### src/rtl/alu_pkg.sv
// Shared constants for the ALU issue front end: ALU op codes, MIPS-style
// opcode/funct values and the issue FSM state encoding.
package alu_pkg;

  // Bit3 selects the comparison path, bit2 the logic path.
  localparam logic [3:0] ALU_ADD  = 4'b0000;
  localparam logic [3:0] ALU_SUB  = 4'b0001;
  localparam logic [3:0] ALU_AND  = 4'b0100;
  localparam logic [3:0] ALU_OR   = 4'b0101;
  localparam logic [3:0] ALU_XOR  = 4'b0110;
  localparam logic [3:0] ALU_NOR  = 4'b0111;
  localparam logic [3:0] ALU_SLT  = 4'b1000;
  localparam logic [3:0] ALU_SLTU = 4'b1001;

  localparam logic [5:0] OPC_RTYPE = 6'b000000;
  localparam logic [5:0] OPC_BEQ   = 6'b000100;
  localparam logic [5:0] OPC_BNE   = 6'b000101;
  localparam logic [5:0] OPC_ADDI  = 6'b001000;
  localparam logic [5:0] OPC_SLTI  = 6'b001010;
  localparam logic [5:0] OPC_SLTIU = 6'b001011;
  localparam logic [5:0] OPC_ANDI  = 6'b001100;
  localparam logic [5:0] OPC_ORI   = 6'b001101;
  localparam logic [5:0] OPC_XORI  = 6'b001110;

  localparam logic [5:0] FN_ADD  = 6'b100000;
  localparam logic [5:0] FN_SUB  = 6'b100010;
  localparam logic [5:0] FN_AND  = 6'b100100;
  localparam logic [5:0] FN_OR   = 6'b100101;
  localparam logic [5:0] FN_XOR  = 6'b100110;
  localparam logic [5:0] FN_NOR  = 6'b100111;
  localparam logic [5:0] FN_SLT  = 6'b101010;
  localparam logic [5:0] FN_SLTU = 6'b101011;

  typedef enum logic [1:0] {
    ST_IDLE = 2'd0,
    ST_EXEC = 2'd1,
    ST_DONE = 2'd2
  } state_e;

endpackage

### src/rtl/alu_op_decode.sv
// Combinational decode of opcode/funct into the ALU op code plus operand-b
// selection and branch/illegal tags.
module alu_op_decode
  import alu_pkg::*;
(
  input  logic [5:0] opcode,
  input  logic [5:0] funct,
  output logic [3:0] alu_op,
  output logic       imm_sign,
  output logic       use_imm,
  output logic       is_beq,
  output logic       is_bne,
  output logic       illegal
);

  always_comb begin
    alu_op   = ALU_ADD;
    imm_sign = 1'b0;
    use_imm  = 1'b0;
    is_beq   = 1'b0;
    is_bne   = 1'b0;
    illegal  = 1'b0;
    case (opcode)
      OPC_RTYPE: begin
        case (funct)
          FN_ADD:  alu_op = ALU_ADD;
          FN_SUB:  alu_op = ALU_SUB;
          FN_AND:  alu_op = ALU_AND;
          FN_OR:   alu_op = ALU_OR;
          FN_XOR:  alu_op = ALU_XOR;
          FN_NOR:  alu_op = ALU_NOR;
          FN_SLT:  alu_op = ALU_SLT;
          FN_SLTU: alu_op = ALU_SLTU;
          default: illegal = 1'b1;
        endcase
      end
      OPC_ADDI:  begin alu_op = ALU_ADD;  use_imm = 1'b1; imm_sign = 1'b1; end
      OPC_ANDI:  begin alu_op = ALU_AND;  use_imm = 1'b1; end
      OPC_ORI:   begin alu_op = ALU_OR;   use_imm = 1'b1; end
      OPC_XORI:  begin alu_op = ALU_XOR;  use_imm = 1'b1; end
      OPC_SLTI:  begin alu_op = ALU_SLT;  use_imm = 1'b1; imm_sign = 1'b1; end
      OPC_SLTIU: begin alu_op = ALU_SLTU; use_imm = 1'b1; imm_sign = 1'b1; end
      OPC_BEQ:   begin alu_op = ALU_SUB;  is_beq = 1'b1; end
      OPC_BNE:   begin alu_op = ALU_SUB;  is_bne = 1'b1; end
      default:   illegal = 1'b1;
    endcase
  end

endmodule

### src/rtl/alu_issue_ctrl.sv
// Issue front end for the combinational ALU: accepts one decoded instruction,
// drives registered ALU inputs, captures the result and returns a response.
module alu_issue_ctrl
  import alu_pkg::*;
#(
  parameter int DATA_W = 32,
  parameter int OP_W   = 4
) (
  input  logic              clk,
  input  logic              rst_n,
  input  logic              in_valid,
  output logic              in_ready,
  input  logic [5:0]        opcode,
  input  logic [5:0]        funct,
  input  logic [DATA_W-1:0] rs_val,
  input  logic [DATA_W-1:0] rt_val,
  input  logic [15:0]       imm16,
  output logic [DATA_W-1:0] alu_a,
  output logic [DATA_W-1:0] alu_b,
  output logic [OP_W-1:0]   alu_op,
  input  logic [DATA_W-1:0] alu_result,
  input  logic              alu_flag,
  output logic              out_valid,
  input  logic              out_ready,
  output logic [DATA_W-1:0] result,
  output logic              zero,
  output logic              branch_taken,
  output logic              illegal
);

  // Handshakes: a transfer happens on a rising edge where valid && ready;
  // in_ready is high only in IDLE, out_valid only in DONE, and the response
  // fields stay stable while out_valid is high and out_ready is low.

  state_e state_q, state_d;
  logic [DATA_W-1:0] a_q, a_d, b_q, b_d, result_q, result_d;
  logic [OP_W-1:0]   op_q, op_d;
  logic beq_q, beq_d, bne_q, bne_d, ill_tag_q, ill_tag_d;
  logic zero_q, zero_d, branch_q, branch_d, illegal_q, illegal_d;

  logic [3:0] dec_op;
  logic dec_imm_sign, dec_use_imm, dec_beq, dec_bne, dec_illegal;
  logic [DATA_W-1:0] imm_ext, b_sel, exec_result;
  logic exec_zero;

  alu_op_decode u_dec (
    .opcode   (opcode),
    .funct    (funct),
    .alu_op   (dec_op),
    .imm_sign (dec_imm_sign),
    .use_imm  (dec_use_imm),
    .is_beq   (dec_beq),
    .is_bne   (dec_bne),
    .illegal  (dec_illegal)
  );

  always_comb begin
    imm_ext = dec_imm_sign ? {{(DATA_W-16){imm16[15]}}, imm16}
                           : {{(DATA_W-16){1'b0}}, imm16};
    b_sel   = dec_use_imm ? imm_ext : rt_val;
  end

  // alu_flag only covers the arithmetic/logic path, so comparisons test locally.
  always_comb begin
    exec_result = alu_result;
    exec_zero   = op_q[3] ? (alu_result == '0) : alu_flag;
    if (ill_tag_q) begin
      exec_result = '0;
      exec_zero   = 1'b1;
    end
  end

  always_comb begin
    state_d   = state_q;
    a_d       = a_q;
    b_d       = b_q;
    op_d      = op_q;
    beq_d     = beq_q;
    bne_d     = bne_q;
    ill_tag_d = ill_tag_q;
    result_d  = result_q;
    zero_d    = zero_q;
    branch_d  = branch_q;
    illegal_d = illegal_q;
    in_ready  = 1'b0;
    out_valid = 1'b0;
    case (state_q)
      ST_IDLE: begin
        in_ready = 1'b1;
        if (in_valid) begin
          a_d       = rs_val;
          b_d       = b_sel;
          op_d      = OP_W'(dec_op);
          beq_d     = dec_beq;
          bne_d     = dec_bne;
          ill_tag_d = dec_illegal;
          state_d   = ST_EXEC;
        end
      end
      ST_EXEC: begin
        result_d  = exec_result;
        zero_d    = exec_zero;
        branch_d  = (beq_q & exec_zero) | (bne_q & ~exec_zero);
        illegal_d = ill_tag_q;
        state_d   = ST_DONE;
      end
      ST_DONE: begin
        out_valid = 1'b1;
        if (out_ready) state_d = ST_IDLE;
      end
      default: state_d = ST_IDLE;
    endcase
  end

  always_ff @(posedge clk or negedge rst_n) begin
    if (!rst_n) begin
      state_q   <= ST_IDLE;
      a_q       <= '0;
      b_q       <= '0;
      op_q      <= OP_W'(ALU_ADD);
      beq_q     <= 1'b0;
      bne_q     <= 1'b0;
      ill_tag_q <= 1'b0;
      result_q  <= '0;
      zero_q    <= 1'b0;
      branch_q  <= 1'b0;
      illegal_q <= 1'b0;
    end else begin
      state_q   <= state_d;
      a_q       <= a_d;
      b_q       <= b_d;
      op_q      <= op_d;
      beq_q     <= beq_d;
      bne_q     <= bne_d;
      ill_tag_q <= ill_tag_d;
      result_q  <= result_d;
      zero_q    <= zero_d;
      branch_q  <= branch_d;
      illegal_q <= illegal_d;
    end
  end

  assign alu_a        = a_q;
  assign alu_b        = b_q;
  assign alu_op       = op_q;
  assign result       = result_q;
  assign zero         = zero_q;
  assign branch_taken = branch_q;
  assign illegal      = illegal_q;

endmodule
### config.mk
export PLATFORM = sky130hd
export DESIGN_NAME = alu_issue_ctrl
export DESIGN_NICKNAME = d
export VERILOG_FILES = /design/src/rtl/alu_pkg.sv /design/src/rtl/alu_op_decode.sv /design/src/rtl/alu_issue_ctrl.sv
export SDC_FILE = /design/constraint.sdc
export NUM_CORES = 1
export LEC_CHECK = 0
export ABC_AREA = 1
export CAP_MARGIN = 20
export CORE_AREA = 8 8 143 132
export DETAILED_ROUTE_END_ITERATION = 16
export DIE_AREA = 0 0 151 140
export SYNTH_ARGS = -nofsm -noshare
export SYNTH_HDL_FRONTEND = slang
export SYNTH_HIERARCHICAL = 1
export SYNTH_SLANG_ARGS = --single-unit
### constraint.sdc
create_clock -name clk -period 1.3 [get_ports clk]
set_input_delay 0.195 -clock clk [delete_from_list [all_inputs] [get_ports clk]]
set_output_delay 0.195 -clock clk [all_outputs]
set_load 0.02 [all_outputs]
==> results of run 1 <==
## critical path: stages (launching register included)
cell	delay, ns
dfrtp_2	0.45
nor2_4	0.13
buf_4	0.16
## layer usage
metal	part of all wire [%]	wire length, µm	vias to the layer above	track usage (%)
met5	0	0	-	0
met4	0.59	99	0	2.655
met3	8.2	1358	6	5.572
met2	47	7777	148	24.73
met1	45	7419	2115	19.96
li1	-	-	2356	-
## kinds of logic after synthesis
family	Yosys count	synth area share (%)
buffers and inverters	87	8.344
AOI/OAI and AO/OA	80	9.610
DFF	108	55.80
and+or+nand+nor	308	26.04
muxes	1	0.2067
## cell usage after synthesis, drive strengths merged
cell	number
a31oi	1
o21ai	62
nand4	3
clkbuf	4
dfrtp	108
inv	61
a21oi	1
a22o	16
buf	22
nor2	34
nand3	6
mux2i	1
nor3	4
nand2	261
## cell type report
type	count	area [µm²]
clock buffers	9	225.2
clock inverters	7	65.06
fillers	1581	8252
inverters	61	241.5
multi-input cells	390	1819
flip-flops and latches	108	2704
well taps	211	264.0
repair buffers	291	2870
## state kept, by name, summed over array words and instances (netlist names)
signal and flops:
beq_q 1, branch_taken 1, state_q 2, bne_q 1, alu_op 4, illegal 1
alu_a 32, ill_tag_q 1, zero 1, result 32, alu_b 32
## placed cells by master (no fill, tap or decap), drive strengths merged
cell	n
nand2	262
clkdlybuf4s50	121
dfrtp	108
inv	65
o21ai	62
buf	58
clkdlybuf4s15	52
dlygate4sd2	45
nor2	34
clkbuf	21
a22o	16
nand3	6
nor3	4
nand4	3
clkinv	2
mux2i	1
a21oi	1
a31oi	1
clkinvlp	1
bufbuf	1
dlygate4sd3	1
dlymetal6s2s	1
## final timing paths
kind	from	endpoint	slack, ns
setup reg to reg	state_q[0]	alu_b[27]	0.006
setup / recovery	state_q[0]	in_ready	0.006
hold / removal	rst_n	result[2]	0.25
hold reg to reg	alu_b[29]	alu_b[29]	0.47
max in group asynchronous	rst_n	result[11]	0.51
min in group clk	rs_val[1]	alu_a[1]	0.36
## per-stage QoR
step	cell area, µm²	worst slack [ns]	hold WS [ns]
floorplan	4848	0.004526	-0.1006
finish	8189	0.005855	0.2548
detailed placement	7720	-0.5291	0.09084
global placement	7720	-0.4729	0.09090
global route	8189	-0.03784	0.2539
CTS	8035	-0.2229	0.2497
## what timing repair did
action,CTS,global route
setup endpoints to repair,139,123
resized for setup,132,97
pin swaps,5,3
gates cloned,3,2
hold buffers,1,0
buffers inserted,5,2
endpoints found under the hold margin,14,0
## power groups by stage
stage | Clock [mW] | Combinational, mW | Sequential, mW
2_1_floorplan | 0 | 2.23 | 7.20
3_3_place_gp | 0 | 8.14 | 5.54
3_5_place_dp | 0 | 8.19 | 5.55
4_1_cts | 2.86 | 7.37 | 5.48
5_1_grt | 3.01 | 8.22 | 5.71
6_report | 2.77 | 7.57 | 5.50
==> results.txt, run 1 <==
Outcome: finished, final reports clean
Finished Core Util: 49.81%
Yosys reg bits: 108
Sequential share of the synthesized area: 55.80%
Period utilization: 99.55%
Vias per inst: 4.294
Number of global-route vias before repair: 4683
Pin count of the biggest net entering global routing: 50
Cell-internal power: 9.287 mW
Clock Latency Late Sink: 0.36 ns
Residual DRC count: 0
Slew @ Worst Pin: 0.2863 ns
Tot Pwr: 15.85 mW
Reg2Reg Depth: 6
Final max-slew violation count: 0
RSZ-0062 raised after global routing: true
Top post-synthesis cells by area: dfrtp_1 (56%), nand2_1 (20%), o21ai_0 (5.6%)
Worst setup path class: reg -> out
CTS Buffer Depth: 2
Yosys warning total: 6
HPWL after detailed placement: 12.17 mm
Max-cap violations: 0
Final Setup Violations: 0
Clk slew on worst S/H paths: 0.08 ns
Die height: 140 µm
Rel. slew slack: 80.91%
1st-pass router iterations: 4
PortBufs: 233
Crit start category: flop
Final hold vios: 0
Layout cells sized above 1: 13.63%
IO Pins: 234
Mapped Nets: 713
P_sw: 6.564 mW
Max VDD drop: 1.177 mV
Die area: 21140 µm²
Setup TNS: 0 ns
Root buf cell: clkbuf_16
Crit Path Max Fanout: 4
Clock skew: 0.009763 ns
First-pass GRT wire length: 25.85 mm
Fmax: 772.7 MHz
Netlist Area Pre-Place: 4843 µm²
Non-Filler Instances: 1077
Antenna Nets Post-Route: 0
Core Region: 16440 µm²
CP Capture Type: primary output
Post-route minimum period: 1.294 ns
Cell Pwr Density: 1936 nW/µm²
Yosys cell types: 27
Total GRT Usage: 15.50%
Syn Area/Cell: 8.293 µm²
Starting Density: 29.46%
Post-synth top area share: 55.80%
Area growth syn-to-layout: 69.08%
Total Wirelength: 16.66 mm
Final net count: 990
Grt total ovfl: 0
CTS HTree Levels: 3
Hold Path Class: in -> async
Initial antenna violation count: 0
Synth area leader: dfrtp_1
Post-Syn Instances: 584
Combinational Power Share: 47.8%
CTS tree: done
Seq pwr share: 34.7%
CTS Buf Count: 9
Avg WL per Cell: 15.46 µm
Static Leak: 4.187 nW
Cell Rows: 45
Clk sinks: 108
Via Count: 4625
Critical Path RT: 1.11 ns
Detailed Route Iter0 Violations: 180
Clock share of power: 17.5%
Ant. Diodes: 0
Final GP Congestion: 0.7936
Die Wd: 151 µm
Crit path DAT: 1.10 ns
Switching Share: 41.41%
Placed cells: 1048
(Power assumes the default switching activity.)
==> run 2, diff against run 1 <==
--- a/config.mk
+++ b/config.mk
@@ -10,6 +10,7 @@
 export CORE_AREA = 8 8 143 132
 export DETAILED_ROUTE_END_ITERATION = 16
 export DIE_AREA = 0 0 151 140
+export HOLD_SLACK_MARGIN = 0.15
 export SYNTH_ARGS = -nofsm -noshare
 export SYNTH_HDL_FRONTEND = slang
 export SYNTH_HIERARCHICAL = 1
==> results of run 2 <==
Final layout, timing and power as in run 1 (identical DEF).
==> run 3, diff against run 2 <==
==> constraint.sdc (replaced) <==
create_clock -name clk -period 1.3 [get_ports clk]
set_input_delay 0.195 -clock clk [delete_from_list [all_inputs] [get_ports clk]]
set_output_delay 0.195 -clock clk [all_outputs]
set_load 0.005 [all_outputs]
==> run 3 against run 2 <==
  * The run now ends with setup timing left
  * Maximum frequency fell by 1.9%
  * Sequential power fell by 0.7%
  * Worst setup slack got worse by 0.025 ns
  * Hold slack improved by 0.12 ns
  * Core utilization rose by 0.084 points
==> results.txt, run 3 (synthesized netlist as in run 1, its figures left out) <==
Outcome: complete, but fails checks
Failing checks: setup timing
Slack of the critical path: -0.01910 ns
Antenna Nets Post-Route: 0
Period utilization: 101.5%
Crit path DAT: 1.12 ns
Max-cap violations: 0
Initial antenna violation count: 0
Final net count: 995
Hold Path Class: in -> reg
CP Capture Type: primary output
Final Setup Violations: 1
HPWL after detailed placement: 12.38 mm
Crit start category: flop
Die Wd: 151 µm
Total GRT Usage: 15.48%
Post-route minimum period: 1.319 ns
CP cell instances: buf_6 -> nor2_4 -> buf_6
IO Pins: 234
Crit path top cell by count: buf_6
Critical Path RT: 1.11 ns
Area growth syn-to-layout: 69.36%
Vias per inst: 4.267
Crit Path Max Fanout: 2
Die area: 21140 µm²
Commonest non-fill, non-tap cell in the layout: nand2_1
Final max-slew violation count: 0
Layout cells sized above 1: 12.97%
Residual DRC count: 0
Pre-CTS WS: -0.5105 ns
PortBufs: 233
Placed cells: 1047
Avg WL per Cell: 15.48 µm
Non-Filler Instances: 1082
Final GP Congestion: 0.7674
Placed inst area: 7712 µm²
Bufs and invs on worst path: 2
Max incr delay on CP: 0.39 ns
Clk sinks: 108
CTS tree: done
Core Region: 16440 µm²
First-pass GRT wire length: 25.90 mm
Total Wirelength: 16.75 mm
Pin count of the biggest net entering global routing: 71
Cell Pwr Density: 1750 nW/µm²
Critical path's top delay family: flip-flops
Die height: 140 µm
Fmax: 758.1 MHz
Via Count: 4617
Ant. Diodes: 0
Clock skew: 0.007951 ns
Final hold vios: 0
Max VDD drop: 1.024 mV
Worst setup path class: reg -> out
CTS Buffer Depth: 2
Grt total ovfl: 0
Final cell area excluding filler cells: 8203 µm²
Clk slew on worst S/H paths: 0.08 ns
Cell Rows: 45
RSZ-0062 raised after global routing: true
Slew @ Worst Pin: 0.5077 ns
Most frequent cells in the layout: nand2_1 (250), clkdlybuf4s50_1 (121), dfrtp_1 (108)
CTS Buf Count: 9
Slowest CP cell: dfrtp_1
Starting Density: 29.46%
Hold Worst Slack: 0.3710 ns
1st-pass router iterations: 4
Fill count: 1592
Root buf cell: clkbuf_16
Worst R2R Setup Slack: 0.04 ns
Detailed Route Iter0 Violations: 174
Static Leak: 4.345 nW
Number of global-route vias before repair: 4726
CTS HTree Levels: 3
Rel. slew slack: 66.15%
Clock Latency Late Sink: 0.35 ns
==> run 3: changes by cell type in the layout (fill, tap and decap cells not counted), moves of 2 or more <==
cell	before	now
buf_6	1	5
clkbuf_2	10	1
clkdlybuf4s15_1	52	0
dlygate4sd2_1	45	106
dlymetal6s2s_1	1	3
nand2_1	253	250
nand2_2	3	8
nand2_8	3	0
==> run 3: worst paths after layout <==
kind / startpoint / end / cells past startpoint
min in group asynchronous: rst_n / bne_q / 3
worst min register to register: result[15] / result[15] / 2
max in group asynchronous: rst_n / result[10] / 3
worst min-delay path: rs_val[1] / alu_a[1] / 3
worst max-delay path: state_q[1] / in_ready / 3
worst max register to register: state_q[1] / alu_b[20] / 6
==> run 3: area by class of cell <==
| type | count | area [µm²] | share of cell area, % |
|---|---|---|---|
| Tap cell | 211 | 264.0 | 3.218 |
| Sequential cell | 108 | 2703 | 32.95 |
| Multi-Input combinational cell | 389 | 1783 | 21.74 |
| Timing Repair Buffer | 297 | 2904 | 35.40 |
| Clock inverter | 7 | 82.58 | 1.007 |
| Inverter | 61 | 241.5 | 2.944 |
| Clock buffer | 9 | 225.2 | 2.746 |
==> run 3: layer usage <==
layer,GRT usage (%),routed length (µm)
met5,0,0
met4,3.956,192
met3,5.056,1322
met2,24.54,7838
met1,19.86,7393
==> run 3: through the flow <==
step	TNS [ns]	util [%]	total power [mW]
floorplan	0	-	7.860
global placement	-16.30	46.91	12.07
detailed placement	-17.53	46.91	12.14
CTS	-0.1693	49.02	14.32
global route	-1.178	49.89	15.47
finish	-0.01910	49.89	14.36
==> run 3: worst register-to-register path: stages, from the launching register on <==
cell	delay, ns
dfrtp_1	0.39
buf_6	0.13
nor2_4	0.13
nand2_4	0.12
buf_12	0.21
nand2_1	0.13
nand2_1	0.05
==> run 3: where the power goes <==
part / total (mW) / internal [mW] / switching (mW)
sequential: 5.46 / 4.74 / 0.721
clock: 2.87 / 1.53 / 1.34
combinational: 6.02 / 3.20 / 2.83
total: 14.4 / 9.47 / 4.89
==> run 3: timing repair <==
item / CTS / global route
endpoints found under the hold margin: 108 / 0
gates cloned: 1 / 3
gates resized for setup: 119 / 32
setup buffers: 14 / 0
pin swaps: 4 / 5
hold buffers: 1 / 0
setup endpoints to repair: 138 / 42
